$ cat src/rtl/mem_arbiter.sv
// Round-robin arbiter sharing one memory port between
// instruction fetch (I) and data (D) requesters.
module mem_arbiter (
  input  logic        clk,
  input  logic        resetn,
  input  logic [31:0] i_a,
  input  logic        i_access,
  input  logic        i_write,
  input  logic [1:0]  i_size,
  input  logic [3:0]  i_sel,
  input  logic [31:0] i_st_data,
  output logic        i_ready,
  output logic [31:0] i_data,
  input  logic [31:0] d_a,
  input  logic        d_access,
  input  logic        d_write,
  input  logic [1:0]  d_size,
  input  logic [3:0]  d_sel,
  input  logic [31:0] d_st_data,
  output logic        d_ready,
  output logic [31:0] d_data,
  output logic [31:0] mem_a,
  output logic        mem_access,
  output logic        mem_write,
  output logic [1:0]  mem_size,
  output logic [3:0]  mem_sel,
  output logic [31:0] mem_st_data,
  input  logic        mem_ready,
  input  logic [31:0] mem_data
);

  typedef enum logic [1:0] {
    IDLE,
    BUSY_I,
    BUSY_D,
    DRAIN
  } state_t;

  state_t state;
  state_t state_nx;
  logic   last_d;
  logic   gnt_i;
  logic   gnt_d;
  logic   busy;

  assign busy = (state == BUSY_I) || (state == BUSY_D);

  // Grant decision and next state; D wins a tie unless it won last.
  always_comb begin
    state_nx = state;
    gnt_i    = 1'b0;
    gnt_d    = 1'b0;
    unique case (state)
      IDLE: begin
        gnt_d = d_access && (!i_access || !last_d);
        gnt_i = i_access && !gnt_d;
        if (gnt_d)
          state_nx = BUSY_D;
        else if (gnt_i)
          state_nx = BUSY_I;
      end
      BUSY_I, BUSY_D: begin
        if (mem_ready)
          state_nx = DRAIN;
      end
      DRAIN: state_nx = IDLE;
      default: state_nx = IDLE;
    endcase
  end

  // State register and round-robin history.
  always_ff @(posedge clk) begin
    if (!resetn) begin
      state  <= IDLE;
      last_d <= 1'b0;
    end else begin
      state <= state_nx;
      if (gnt_i || gnt_d)
        last_d <= gnt_d;
    end
  end

  // Capture the winner's request; frozen until the next grant.
  always_ff @(posedge clk) begin
    if (!resetn) begin
      mem_a       <= '0;
      mem_write   <= 1'b0;
      mem_size    <= '0;
      mem_sel     <= '0;
      mem_st_data <= '0;
    end else if (gnt_d) begin
      mem_a       <= d_a;
      mem_write   <= d_write;
      mem_size    <= d_size;
      mem_sel     <= d_sel;
      mem_st_data <= d_st_data;
    end else if (gnt_i) begin
      mem_a       <= i_a;
      mem_write   <= i_write;
      mem_size    <= i_size;
      mem_sel     <= i_sel;
      mem_st_data <= i_st_data;
    end
  end

  // Request flag: raised on grant, dropped on completion.
  always_ff @(posedge clk) begin
    if (!resetn)
      mem_access <= 1'b0;
    else if (gnt_i || gnt_d)
      mem_access <= 1'b1;
    else if (busy && mem_ready)
      mem_access <= 1'b0;
  end

  // Completion is steered to the granted side only; reset suppresses it.
  always_comb begin
    i_ready = resetn && (state == BUSY_I) && mem_ready;
    d_ready = resetn && (state == BUSY_D) && mem_ready;
    i_data  = i_ready ? mem_data : '0;
    d_data  = d_ready ? mem_data : '0;
  end

endmodule
$ cat config.mk
export PLATFORM = sky130hd
export DESIGN_NAME = mem_arbiter
export DESIGN_NICKNAME = d
export VERILOG_FILES = /design/src/rtl/mem_arbiter.sv
export SDC_FILE = /design/constraint.sdc
export NUM_CORES = 1
export LEC_CHECK = 0
export BUFFER_PORTS_ARGS = -buffer_cell sky130_fd_sc_hd__buf_2
export CAP_MARGIN = 40
export CORE_AREA = 2 2 121 123
export CTS_BUF_LIST = sky130_fd_sc_hd__clkbuf_16
export CTS_CLUSTER_SIZE = 16
export DETAILED_ROUTE_END_ITERATION = 10
export DIE_AREA = 0 0 123 125
export PLACE_DENSITY = 0.65
export SYNTH_ARGS = -nofsm -noshare
export SYNTH_HDL_FRONTEND = slang
export SYNTH_SLANG_ARGS = --single-unit
$ cat constraint.sdc
create_clock -name clk -period 1.51 [get_ports clk]
set_clock_uncertainty 0.05 [all_clocks]
set_input_delay 0 -clock clk [delete_from_list [all_inputs] [get_ports clk]]
set_output_delay 0 -clock clk [all_outputs]
set_load 0.005 [all_outputs]
==> metrics.yaml <==
sta:
  hold_violations: 0
  slew_headroom: 0.786
  whs_ps: 233
  period_minus_slack_ps: 1690
  fin_ws_ps: -182
  rsz0062_at_grt: "yes"
  period_share: 1.12
  max_freq_mhz: 591
  setup_viol: 67
  worstMarginPinSlew_ps: 320
  drv_slew: 0
placement:
  dp_hpwl_um: 10800
  place_congestion: 0.770
  port_buffers: 316
  pre_cts_ws_ps: -132
detailed_routing:
  wl_per_cell_um: 18.9
  vias: 5670
  drc: 0
  drtIter0Drc: 377
  antenna_left: 0
  firstDrtPassIters: 6
  avgViaCountPerCell: 5.21
  drt-total-wl_um: 20500
clock_tree:
  clock_path_buffers: 2
  insertion_delay_ps: 330
  numCtsBuffers: 9
  cts_root_buf: "clkbuf_16"
  h-tree-depth: 3
  cts_tree: "built"
  clkTransAtPathRegs_ps: 60
  numClockSinks: 75
setup_path:
  critPathMaxFanout: 9
  cp.arrival_ps: 1640
  crit_required_ps: 1460
  cp-start-kind: "flop"
  cp-end-kind: "primary output"
  critical_path_class: "flop to primary output"
finish:
  area_delta_synth_final_pct: 115
  n_fill_cell: 1144
  drive_gt1_frac: 0.503
  nets: 1076
floorplan:
  io-pin-count: 317
  initial_utilization: 0.270
  die_area_um2: 15400
  dieWidth_um: 123
  die-height_um: 125
  core_area_um2: 14200
  rows: 44
synthesis:
  synth.cell_area_um2: 3840
  synth_cell_types: 26
  ys_seq_area_frac: 0.391
  synthArstFlopShare: 0
  synth_area_leader_cell: "dfxtp_1"
  synthTopCellsByCount: "nor3_1, dfxtp_1, o32ai_1"
  synth-main-ff-cell: "dfxtp_1"
  yosysMostFrequentCell: "nor3_1"
  synth_area_leaders: "dfxtp_1, nor3_1, o32ai_1, and2_1, buf_6"
  synth_edf_count: 0
  synth_warnings: 0
  syn_area_per_cell_um2: 8.89
  ys_ff_latch: 75
  synth_top_area_frac: 0.391
  synthesis.nets: 614
  netlist_instances: 432
power:
  p_per_area_nw_per_um2: 1430
  ir_drop_mv: 0.817
  leakagePower_nw: 3.78
  pwr-share-seq: 0.269
  switchingPower_w: 0.00443
  sw_frac_of_total: 0.375
  p_comb_frac: 0.546
  clock_power_share: 0.184
  p_int_w: 0.00737
status:
  status: "finished with violations"
  failed_checks: "setup timing"
global_routing:
  grt_max_degree: 38
  grt_overflow_total: 0
  grt_usage: 0.240
  grt_pass1_vias: 5592
  antenna_found_initial: 4
  grt_pass1_wl_um: 28800
hold_path:
  worstHoldPathType: "primary input to primary output"
flow_run:
  cap_violations: 0
==> path summary, 6_finish.rpt <==
path	depth (start not counted)	end	startpoint	slack, ps
setup / recovery	7	d_data[1]	state[0]	-180
hold / removal	3	i_data[18]	mem_data[18]	230
setup reg to reg	6	mem_a[10]	state[1]	0
hold reg to reg	2	mem_a[17]	mem_a[17]	450
==> power groups by stage <==
stage / sequential, W / clock (W) / combinational [W]
finish: 0.00318 / 0.00218 / 0.00645
global placement: 0.00311 / 0 / 0.00457
global route: 0.00326 / 0.00228 / 0.00691
detailed placement: 0.00311 / 0 / 0.00462
floorplan: 0.00318 / 0 / 0.00277
CTS: 0.00309 / 0.00221 / 0.00512
==> flip-flops by register name, indices dropped and copies added (netlist names) <==
| name | flops |
|---|---|
| mem_a | 32 |
| mem_access | 1 |
| state | 2 |
| mem_write | 1 |
| mem_st_data | 32 |
| mem_sel | 4 |
| mem_size | 2 |
| last_d | 1 |
==> cells in the final DEF, fill, tap and decap left out, types with 2 or more instances in the layout <==
cell	Yosys	final
buf_12	0	17
clkbuf_16	0	14
o32ai_1	71	46
nor3_2	0	7
nor2_1	2	2
diode_2	0	5
ha_4	0	3
clkinvlp_4	0	2
dfxtp_2	0	2
nand2_2	1	2
nor3_1	142	135
dlygate4sd3_1	0	146
buf_16	0	2
nand2_1	3	2
and3_4	0	2
dfxtp_1	75	73
a21oi_1	3	3
clkinv_1	0	2
o32ai_2	0	24
and2_1	65	32
and2_4	0	32
inv_2	1	2
buf_6	23	39
buf_2	14	286
buf_4	2	8
==> layer usage <==
layer  vias up  track usage  part of all wire
li1       2570            -                 -
met1      2643        0.248              0.35
met2       376        0.426              0.52
met3        81       0.0502             0.082
met4         0        0.166             0.056
met5         -            0                 0
==> metrics by stage <==
| step | util | TNS (ps) | instances | power, W | cell area [um2] |
|---|---|---|---|---|---|
| 2_1_floorplan | - | 0 | 432 | 0.00595 | 3840 |
| 3_3_place_gp | 0.395 | -3260 | 903 | 0.00769 | 5610 |
| 3_5_place_dp | 0.395 | -5480 | 903 | 0.00773 | 5610 |
| 4_1_cts | 0.534 | -10550 | 1072 | 0.0104 | 7580 |
| 5_1_grt | 0.581 | -10790 | 1087 | 0.0124 | 8260 |
| 6_report | 0.581 | -7660 | 1088 | 0.0118 | 8260 |
==> logic make-up after synthesis <==
group / after synthesis / share of synthesized area
mux: 1 / 0.00261
buf+inv: 56 / 0.110
simple gates: 217 / 0.306
compound gates: 80 / 0.181
fa+ha+maj: 3 / 0.00977
flops: 75 / 0.391
==> area by class of cell <==
class                      count  area, um2  share of cell area
multi-input combinational    301       2290               0.277
sequential                    75       1500               0.182
tap                          184        230              0.0279
inverter                       4       17.5             0.00212
timing repair buffer         503       3910               0.474
antenna                        5       12.5             0.00152
clock inverter                 7       66.3             0.00803
clock buffer                   9        225              0.0273
==> repair_timing <==
item	CTS	global route
gates resized for setup	39	87
hold buffers	146	0
endpoints found under the setup margin	138	138
pin swaps	1	24
cloned	6	5
setup buffers	1	6
hold endpoints to repair	75	0
==> worst max-delay path, stage by stage, from the launching register on <==
cell     delay [ps]
dfxtp_2         320
inv_2            70
buf_6           100
ha_4            110
and3_4          280
buf_12          150
and2_4          170
buf_6            90
Note: power is estimated with default switching activity, not from simulation.
